$ cat src/rtl/adc_manager_pkg.sv
//------------------------------------------------------------------------------
// Module      : adc_manager_pkg
// Description : Shared types and constants for the multi-lane SPI SAR ADC
//               controller (FSM state encoding, command width, GAP length,
//               status word bit positions).
// Revision    : 1.0 - initial release
//------------------------------------------------------------------------------
`timescale 1ns/1ps
`default_nettype none

package adc_manager_pkg;

   // Controller states; the encoding is exported in status[1:0]
   typedef enum logic [1:0] {
      ST_IDLE  = 2'd0,
      ST_WRITE = 2'd1,
      ST_READ  = 2'd2,
      ST_GAP   = 2'd3
   } adc_state_t;

   // Bits of a register command shifted out on spi_sdo
   localparam int c_cmd_width = 24;

   // aclk cycles spi_csn stays high between transfers
   localparam int c_gap_len = 2;

   // Width of the SCK period counter
   localparam int c_sck_cnt_w = 8;

   // Status word layout
   localparam int c_stat_state_lsb = 0;
   localparam int c_stat_tvalid    = 2;
   localparam int c_stat_overflow  = 3;
   localparam int c_stat_missed    = 4;
   localparam int c_stat_count_lsb = 16;

endpackage

`default_nettype wire

$ cat src/rtl/adc_manager_sck_gen.sv
//------------------------------------------------------------------------------
// Module      : adc_sck_gen
// Description : SPI mode-0 clock generator. A start pulse loads the number of
//               SCK periods; SCK then toggles every clk cycle (clk/2) starting
//               low. Provides strobes for the edge about to be produced and a
//               one-cycle done pulse after the last falling edge.
// Revision    : 1.0 - initial release
//------------------------------------------------------------------------------
`timescale 1ns/1ps
`default_nettype none

module adc_sck_gen
   import adc_manager_pkg::*;
(
   input  logic                   clk,
   input  logic                   rst,
   input  logic                   i_start,
   input  logic [c_sck_cnt_w-1:0] i_load,
   output logic                   o_sck,
   output logic                   o_sck_rise,
   output logic                   o_sck_fall,
   output logic                   o_done
);

   logic                   r_active;
   logic                   r_sck;
   logic                   r_done;
   logic [c_sck_cnt_w-1:0] r_cnt;
   logic                   w_last;

   // Strobes describe the SCK edge the next clk edge will produce
   assign o_sck_rise = r_active & ~r_sck;
   assign o_sck_fall = r_active &  r_sck;
   assign w_last     = o_sck_fall && (r_cnt == c_sck_cnt_w'(1));

   // Toggle SCK while active, counting completed periods on falling edges
   always_ff @(posedge clk or posedge rst) begin
      if (rst) begin
         r_active <= 1'b0;
         r_sck    <= 1'b0;
         r_done   <= 1'b0;
         r_cnt    <= '0;
      end else if (i_start) begin
         r_active <= 1'b1;
         r_sck    <= 1'b0;
         r_done   <= 1'b0;
         r_cnt    <= i_load;
      end else begin
         r_done <= w_last;
         if (r_active) begin
            r_sck <= ~r_sck;
            if (o_sck_fall) begin
               r_cnt <= r_cnt - c_sck_cnt_w'(1);
            end
            if (w_last) begin
               r_active <= 1'b0;
            end
         end
      end
   end

   assign o_sck  = r_sck;
   assign o_done = r_done;

endmodule

`default_nettype wire

$ cat src/rtl/adc_manager.sv
//------------------------------------------------------------------------------
// Module      : adc_manager
// Description : Multi-lane SPI SAR ADC controller. Forwards 24-bit register
//               commands from an AXI-Stream slave to the ADC and, on each
//               conversion-done trigger, reads one DATA_WIDTH-bit sample over
//               NUM_SDI lanes and presents it on an AXI-Stream master.
//               Optional feature macro: ADC_MANAGER_CNV_COUNTER_EN adds a
//               16-bit completed-read counter in status[31:16].
//               The aresetn port is an asynchronous ACTIVE-HIGH reset.
// Revision    : 1.0 - initial release
//------------------------------------------------------------------------------
`timescale 1ns/1ps
`default_nettype none

module adc_manager
   import adc_manager_pkg::*;
#(
   parameter int NUM_SDI    = 4,
   parameter int DATA_WIDTH = 32
) (
   input  logic                  aclk,
   input  logic                  aresetn,
   input  logic [NUM_SDI-1:0]    spi_sdi,
   output logic                  spi_sdo,
   output logic                  spi_csn,
   output logic                  spi_clk,
   output logic                  spi_resetn,
   input  logic                  trigger,
   input  logic [31:0]           s_axis_tdata,
   input  logic                  s_axis_tvalid,
   output logic                  s_axis_tready,
   output logic [DATA_WIDTH-1:0] m_axis_tdata,
   output logic                  m_axis_tvalid,
   input  logic                  m_axis_tready,
   output logic [31:0]           status,
   output logic                  ready
);

   localparam logic [c_sck_cnt_w-1:0] c_load_cmd = c_sck_cnt_w'(c_cmd_width);
   localparam logic [c_sck_cnt_w-1:0] c_load_rd  = c_sck_cnt_w'(DATA_WIDTH / NUM_SDI);
   localparam logic [1:0]             c_gap_init = 2'(c_gap_len - 1);

   adc_state_t              r_state;
   adc_state_t              w_state_next;
   logic                    r_run;
   logic [2:0]              r_trig_sync;
   logic                    w_trig_edge;
   logic                    w_s_tready;
   logic                    w_cmd_fire;
   logic                    w_sck_start;
   logic [c_sck_cnt_w-1:0]  w_sck_load;
   logic                    w_sck_rise;
   logic                    w_sck_fall;
   logic                    w_sck_done;
   logic                    w_xfer;
   logic                    w_rd_done;
   logic                    r_fin;
   logic                    r_csn;
   logic [1:0]              r_gap_cnt;
   logic [c_cmd_width-1:0]  r_cmd;
   logic [DATA_WIDTH-1:0]   r_shift;
   logic [DATA_WIDTH-1:0]   r_mdata;
   logic                    r_mvalid;
   logic                    r_overflow;
   logic                    r_missed;
   logic [NUM_SDI-1:0]      w_sdi_group;
   logic [15:0]             w_cnv_count;
   logic                    w_unused_tdata;

   // Upper command byte carries no information for the ADC
   assign w_unused_tdata = ^s_axis_tdata[31:c_cmd_width];

   // Lane 0 is the most significant bit of each shifted-in group
   for (genvar gi = 0; gi < NUM_SDI; gi++) begin : g_lane
      assign w_sdi_group[NUM_SDI-1-gi] = spi_sdi[gi];
   end

   // Keep handshakes closed until the first clock after reset release
   always_ff @(posedge aclk or posedge aresetn) begin
      if (aresetn) r_run <= 1'b0;
      else         r_run <= 1'b1;
   end

   // Two-flop synchronizer plus a history flop for rising-edge detection
   always_ff @(posedge aclk or posedge aresetn) begin
      if (aresetn) r_trig_sync <= '0;
      else         r_trig_sync <= {r_trig_sync[1:0], trigger};
   end

   assign w_trig_edge = r_trig_sync[1] & ~r_trig_sync[2];
   assign w_xfer      = (r_state == ST_WRITE) || (r_state == ST_READ);
   assign w_rd_done   = (r_state == ST_READ) && w_sck_done;
   // A simultaneous trigger wins, so the command is refused that cycle
   assign w_s_tready  = r_run && (r_state == ST_IDLE) && !w_trig_edge;

   // State register
   always_ff @(posedge aclk or posedge aresetn) begin
      if (aresetn) r_state <= ST_IDLE;
      else         r_state <= w_state_next;
   end

   // Next-state logic and transfer start strobes
   always_comb begin
      w_state_next = r_state;
      w_cmd_fire   = 1'b0;
      w_sck_start  = 1'b0;
      w_sck_load   = '0;
      case (r_state)
         ST_IDLE: begin
            if (w_trig_edge) begin
               w_state_next = ST_READ;
               w_sck_start  = 1'b1;
               w_sck_load   = c_load_rd;
            end else if (s_axis_tvalid && w_s_tready) begin
               w_state_next = ST_WRITE;
               w_cmd_fire   = 1'b1;
               w_sck_start  = 1'b1;
               w_sck_load   = c_load_cmd;
            end
         end
         ST_WRITE, ST_READ: begin
            if (r_fin) w_state_next = ST_GAP;
         end
         ST_GAP: begin
            if (r_gap_cnt == 2'd0) w_state_next = ST_IDLE;
         end
         default: w_state_next = ST_IDLE;
      endcase
   end

   adc_sck_gen u_sck_gen (
      .clk        (aclk),
      .rst        (aresetn),
      .i_start    (w_sck_start),
      .i_load     (w_sck_load),
      .o_sck      (spi_clk),
      .o_sck_rise (w_sck_rise),
      .o_sck_fall (w_sck_fall),
      .o_done     (w_sck_done)
   );

   // Chip select low from transfer start until the cycle after the last SCK fall
   always_ff @(posedge aclk or posedge aresetn) begin
      if (aresetn) begin
         r_csn <= 1'b1;
         r_fin <= 1'b0;
      end else begin
         r_fin <= w_xfer && w_sck_done;
         if (w_sck_start)               r_csn <= 1'b0;
         else if (w_xfer && w_sck_done) r_csn <= 1'b1;
      end
   end

   // GAP dwell counter, loaded as the transfer's final cycle ends
   always_ff @(posedge aclk or posedge aresetn) begin
      if (aresetn)                                    r_gap_cnt <= '0;
      else if (w_xfer && r_fin)                       r_gap_cnt <= c_gap_init;
      else if (r_state == ST_GAP && r_gap_cnt != 2'd0) r_gap_cnt <= r_gap_cnt - 2'd1;
   end

   // Command shifter: bit 23 shown with csn fall, next bit on each SCK fall
   always_ff @(posedge aclk or posedge aresetn) begin
      if (aresetn)                                r_cmd <= '0;
      else if (w_cmd_fire)                        r_cmd <= s_axis_tdata[c_cmd_width-1:0];
      else if (r_state == ST_WRITE && w_sck_fall) r_cmd <= {r_cmd[c_cmd_width-2:0], 1'b0};
   end

   // Sample lanes on the edge that raises SCK, before the ADC updates them
   always_ff @(posedge aclk or posedge aresetn) begin
      if (aresetn)                               r_shift <= '0;
      else if (r_state == ST_READ && w_sck_rise) r_shift <= {r_shift[DATA_WIDTH-NUM_SDI-1:0], w_sdi_group};
   end

   // Output sample register; a completed read overwrites any pending sample
   always_ff @(posedge aclk or posedge aresetn) begin
      if (aresetn) begin
         r_mdata    <= '0;
         r_mvalid   <= 1'b0;
         r_overflow <= 1'b0;
      end else if (w_rd_done) begin
         r_mdata  <= r_shift;
         r_mvalid <= 1'b1;
         if (r_mvalid && !m_axis_tready) r_overflow <= 1'b1;
      end else if (r_mvalid && m_axis_tready) begin
         r_mvalid <= 1'b0;
      end
   end

   // Sticky flag for trigger edges that arrive while busy
   always_ff @(posedge aclk or posedge aresetn) begin
      if (aresetn)                                r_missed <= 1'b0;
      else if (w_trig_edge && r_state != ST_IDLE) r_missed <= 1'b1;
   end

`ifdef ADC_MANAGER_CNV_COUNTER_EN
   logic [15:0] r_cnv_count;

   // Wrapping count of completed reads
   always_ff @(posedge aclk or posedge aresetn) begin
      if (aresetn)        r_cnv_count <= '0;
      else if (w_rd_done) r_cnv_count <= r_cnv_count + 16'd1;
   end

   assign w_cnv_count = r_cnv_count;
`else
   assign w_cnv_count = 16'h0000;
`endif

   assign spi_sdo       = r_cmd[c_cmd_width-1];
   assign spi_csn       = r_csn;
   assign spi_resetn    = r_run;
   assign s_axis_tready = w_s_tready;
   assign m_axis_tdata  = r_mdata;
   assign m_axis_tvalid = r_mvalid;
   assign ready         = r_run && (r_state == ST_IDLE);
   assign status        = {w_cnv_count, 11'b0, r_missed, r_overflow, r_mvalid, r_state};

endmodule

`default_nettype wire

$ cat config.mk
export PLATFORM = sky130hd
export DESIGN_NAME = adc_manager
export DESIGN_NICKNAME = d
export VERILOG_FILES = /design/src/rtl/adc_manager_pkg.sv /design/src/rtl/adc_manager_sck_gen.sv /design/src/rtl/adc_manager.sv
export SDC_FILE = /design/constraint.sdc
export NUM_CORES = 1
export LEC_CHECK = 0
export CAP_MARGIN = 20
export CORE_ASPECT_RATIO = 0.8
export CORE_MARGIN = 4
export CORE_UTILIZATION = 54
export DETAILED_ROUTE_END_ITERATION = 12
export GPL_TIMING_DRIVEN = 0
export PLACE_DENSITY = 0.88
export SETUP_SLACK_MARGIN = 0.5
export SLEW_MARGIN = 20
export SYNTH_ARGS = -nofsm -noshare
export SYNTH_HDL_FRONTEND = slang
export SYNTH_HIERARCHICAL = 1
export SYNTH_SLANG_ARGS = --single-unit
$ cat constraint.sdc
create_clock -name aclk -period 7.1 [get_ports aclk]
set_clock_uncertainty 0.05 [all_clocks]
set_input_delay 0.71 -clock aclk [delete_from_list [all_inputs] [get_ports aclk]]
set_output_delay 0.71 -clock aclk [all_outputs]
set_load 0.01 [all_outputs]
After elaboration in Yosys (flattened, before gate mapping)
Cells that the tools add are included.

Reduce and logical (&&, ||, !) cells: 30. Equality and inequality tests: 7. Bitwise gates (word level): 5. Mux-type cells: 30. $add $sub $neg: 2.

Operators by type and width (count): two-way mux 24 bit (2); two-way mux 8 bit (3); nonzero test 2 bit (8); two-way mux 1 bit (15); two-way mux 5 bit (3); logical AND 1 bit (13); two-way mux 2 bit (6); equality test 8 x 1 -> 1 bit (second input constant) (1); subtractor 8 x 1 -> 8 bit (second input constant) (1); one-hot mux 2 bit (3 select lines) (1); equality test 2 bit (second input constant) (2); logical NOT 2 bit (2); inequality test 2 bit (second input constant) (2); AND reduction 2 bit (2); bitwise AND 1 bit (3); inequality test 3 x 2 -> 1 bit (second input constant) (1); AND reduction 3 bit (1); equality test 2 x 1 -> 1 bit (second input constant) (1); logical NOT 1 bit (2); inverter 1 bit (2); OR reduction 2 bit (1); subtractor 2 x 1 -> 2 bit (second input constant) (1); logical OR 1 bit (1).

Input port bits: 41. Flip-flop bits (word level): 112. Output and inout bits: 71. Word-level logic and storage cells: 90.

Depth between registers and ports, before layout
Word-level depth: 10. Mapped depth: 9. Depth with buffers taken out: 8.

Cells and area by module
Netlist, hierarchy kept.

By module, submodules not included: adc_manager (seq. area each 2528.7 µm², cells an instance 298, area an instance 4464.3 µm², instances 1); adc_sck_gen (seq. area each 275.3 µm², cells an instance 65, area an instance 600.6 µm², instances 1).

Least setup slack after synthesis
OpenSTA, ideal clock, no wires.

Kind: register to register. Start: register r_state[0]. End: register u_sck_gen.r_active. Library setup time: 0.125 ns. Setup slack: 4.766 ns. Clock period less this slack: 2.334 ns. Buffers on the path: 0. Arrival: 2.158 ns. Data required time: 6.925 ns. Cell stages (with the launch flop): 9. Path through: dfrtp_1 -> inv_1 -> ha_1 -> and2_4 -> a22o_1 -> and2_1 -> or4b_2 -> nor3_1 -> nor2_1.

Longest elaborated chain between the ends: 8.

Ends and longest elaborated chain: start: declaration (RTL line adc_manager.sv:43) `adc_state_t r_state;`; start signal: assignment (RTL line adc_manager.sv:99) `else r_state <= w_state_next;`; logical NOT 2 bit; logical AND 1 bit; named net ready (RTL line adc_manager.sv:36) `output logic ready`; logical AND 1 bit (RTL line adc_manager.sv:94) `assign w_s_tready = r_run && (r_state == ST_IDLE) && !w_trig_edge;`; logical AND 1 bit (RTL line adc_manager.sv:114) `end else if (s_axis_tvalid && w_s_tready) begin`; two-way mux 1 bit (RTL line adc_manager.sv:114); two-way mux 1 bit (RTL line adc_manager.sv:110) `if (w_trig_edge) begin`; two-way mux 1 bit (RTL line adc_manager.sv:108) `case (r_state)`; two-way mux 1 bit (RTL line adc_manager_sck_gen.sv:43) `end else if (i_start) begin`; end signal: assignment (RTL line adc_manager_sck_gen.sv:39) `r_active <= 1'b0;`; end signal: assignment (RTL line adc_manager_sck_gen.sv:44) `r_active <= 1'b1;`; end signal: assignment (RTL line adc_manager_sck_gen.sv:56) `r_active <= 1'b0;`; end: declaration (RTL line adc_manager_sck_gen.sv:25) `logic r_active;`.

The timed path passes the listed nets, and every way through them passes these cells. A chain may end at the register's enable or synchronous reset.

Worst setup path after layout
Start: register r_state[0]. End: output port s_axis_tready.

Longest elaborated chain between the ends: 3.

Ends and longest elaborated chain: logical NOT 2 bit (RTL line adc_manager.sv:94); logical AND 1 bit (2 in series) (RTL line adc_manager.sv:94); end: declaration (RTL line adc_manager.sv:31) `output logic s_axis_tready,`.

Every way passes these cells.

==> results.md <==
- Mean Syn Cell Area: 14.0 sq um
- Worst VDD drop: ~0.17 mV
- Area Overhead vs Synth: 26.7%
- Initial core utilization: 55.6%
- CTS sink count: 112
- Post-Synth Adder-Cell Area: ~2%
- Synth area leaders: dfrtp_1, mux2_2, mux2_4
- CP Data Arrival Time: a little over 2 ns
- Worst Hold Class: flop to flop
- Largest net degree at the start of global routing: 65
- Pre-antenna DRT Iters: 4
- H-tree levels: 3
- First-pass GRT wire length: roughly 15000 um
- Dpl cell area: 0.00612 sq mm
- Post-DRT Antenna Nets: 0
- Crit start category: flop
- Setup TNS: 0 ns
- Fin cells: 603
- Wire per inst: 14.9 um
- CTS tree: built
- DP Cell Count: ~600
- CP Capture Type: primary output
- Post-Synthesis Cells: 363
- Diodes inserted: 0
- Setup-failing EPs final: 0
- Vias post-DR: between 3000 and 4000
- Main combinational cell family by area after synthesis: multiplexers
- Longest Clk Path Bufs: 2
- Post-synth ARST share: 100%
- Post-CTS Resized: 0
- PortBufs: 76
- GRT Total Usage: 17.5%
- Detailed Place HPWL: 6790 um
- Num CTS Buffers: 9
- Post-synth EDFFs: 0
- Simple-gate share of the synthesized area: just under 6%
- Maxcap violations: 0
- Leakage: roughly 3.1 nW
- Final WL: roughly 9000 um
- Core area: ~0.0091 sq mm
- Setup CP Type: flop to primary output
- Sequential fraction of the synthesis area: 55.4%
- # rows: 31
- Critical-path maximum fanout: 5
- Vias in the first global route: about 3200
- NumNets Final: approximately 530
- Status: finished clean
- Final worst path period need: between 2 and 3 ns
- Netlist cell types: 43
- Post-route cell area: 0.00642 sq mm
- Proportion of synthesized area in mux cells: 26.4%
- Die width: between 100 and 150 um
- Top_reg_cell synth: dfrtp_1
- DIE AREA: 0.0110 sq mm
- Final Hold Vio Count: 0
- DRC viols: 0
- Most common cell after layout, fill and taps aside: dfrtp_1
- Compound-Gate Fraction of Synth Area: ~2.6%
- Placer Congestion: ~0.79
- GRT Residual Overflow: 0
- PwrDens: about 350 mW/mm^2
- Hold-fix buffers, CTS: 0
- Post-CTS setup repair buffer count: 0
- Die Y: roughly 95 um
- Most frequent cells in the layout: dfrtp_1, mux2_2, clkdlybuf4s50_1
- Yosys warning total: 6
- Ports: approximately 110
- Worst-Skew Late Latency: between 0.3 and 0.4 ns
- Top cell type's share of synthesized area: 54.8%
- Syn Std Cell Area: about 0.0051 sq mm
- Count of final max-slew check failures: 0
- Final period util: about two fifths
- DR iter-0 viols: approximately 110
- RSZ-0062 raised after global routing: false
- Register bit total from synthesis: between 100 and 150
- Clk slew on worst S/H paths: approximately 0.080 ns
- CTS root buffer: clkbuf_16
- Post-synthesis xor/xnor area fraction: less than 1%
- Worst Path Required: approximately 6.3 ns
- Share of cells above drive strength 1: 37.3%
- Via density: roughly 5.0
- Power, Total: 2.24 mW
- Initial antenna violation count: 0
- Maximum clock frequency: around 360 MHz
- Synth area leader: dfrtp_1
-- critical path: stages (launching register included) --
cell,delay (ns)
dfrtp_1,0.44
inv_1,0.13
ha_1,0.25
and2_4,0.21
and2_1,0.12
clkdlybuf4s50_1,0.53
-- kinds of logic after synthesis --
family,after synthesis
and+or+nand+nor,51
DFF,112
xor gates and xnor gates,3
muxes,113
AOI/OAI and AO/OA,19
adders and majority gates,8
buffers and inverters,55
other,2
-- through the flow --
step | util (%) | hold WS [ns] | setup WS, ns
2_1_floorplan | - | 0.281 | 3.69
3_3_place_gp | 66.8 | 0.287 | 2.28
3_5_place_dp | 67.2 | 0.288 | 4.25
4_1_cts | 70.4 | 0.304 | 4.32
5_1_grt | 70.4 | 0.314 | 4.25
6_report | 70.4 | 0.303 | 4.32
-- synth_stat cells, types with 2 or more instances --
| cell | number |
|---|---|
| a31oi_1 | 4 |
| and2_1 | 3 |
| buf_2 | 7 |
| buf_4 | 31 |
| buf_6 | 3 |
| conb_1 | 2 |
| dfrtp_1 | 111 |
| ha_1 | 8 |
| inv_1 | 12 |
| mux2_2 | 94 |
| mux2_4 | 18 |
| nand2_1 | 15 |
| nand3_1 | 4 |
| nor2_1 | 10 |
| nor2b_1 | 3 |
| o211ai_1 | 3 |
| o21ai_0 | 3 |
| o21bai_1 | 2 |
| or4_1 | 2 |
| or4_2 | 2 |
| or4b_2 | 2 |
| xnor2_1 | 3 |
-- report_power, final --
part	switching, mW	internal [mW]	leakage [nW]
clock network	0.236	0.257	0.147
registers	0.143	0.842	1.43
logic	0.289	0.470	1.55
total	0.668	1.57	3.13
-- registers in the layout, indices dropped and copies added (netlist names), 2 cells and up --
register         count
m_axis_tdata        32
r_shift             32
r_cmd               24
u_sck_gen/r_cnt      8
r_trig_sync          3
r_gap_cnt            2
r_state              2
-- per-layer routing --
metal	global-route usage (%)	wire length, um	vias to the layer above
met5	0	0	-
li1	-	-	1446
met4	5.02	82	0
met3	3.91	428	8
met1	23.3	4080	1480
met2	29.1	4420	70
-- area by class of cell --
| cell class | instances | area (sq um) |
|---|---|---|
| buffer | 42 | 305 |
| clock buffer | 10 | 239 |
| clock inverter | 6 | 57.6 |
| fill | 682 | 2700 |
| inverter | 13 | 53.8 |
| multi-input combinational | 228 | 2030 |
| sequential | 112 | 2800 |
| tap | 115 | 144 |
| timing repair buffer | 77 | 788 |
-- path summary, 6_finish.rpt --
path                                 endpoint  depth (start not counted)           start  slack [ns]
min                            r_trig_sync[1]                          0  r_trig_sync[0]        0.30
min reg2reg                    r_trig_sync[1]                          0  r_trig_sync[0]        0.30
max in group asynchronous         r_shift[11]                          3         aresetn        5.64
max reg2reg                u_sck_gen/r_cnt[3]                          9      r_state[0]        4.56
min in group asynchronous        r_gap_cnt[0]                          2         aresetn        0.74
max                             s_axis_tready                          5      r_state[0]        4.32
Note: power is estimated with default switching activity, not from simulation.
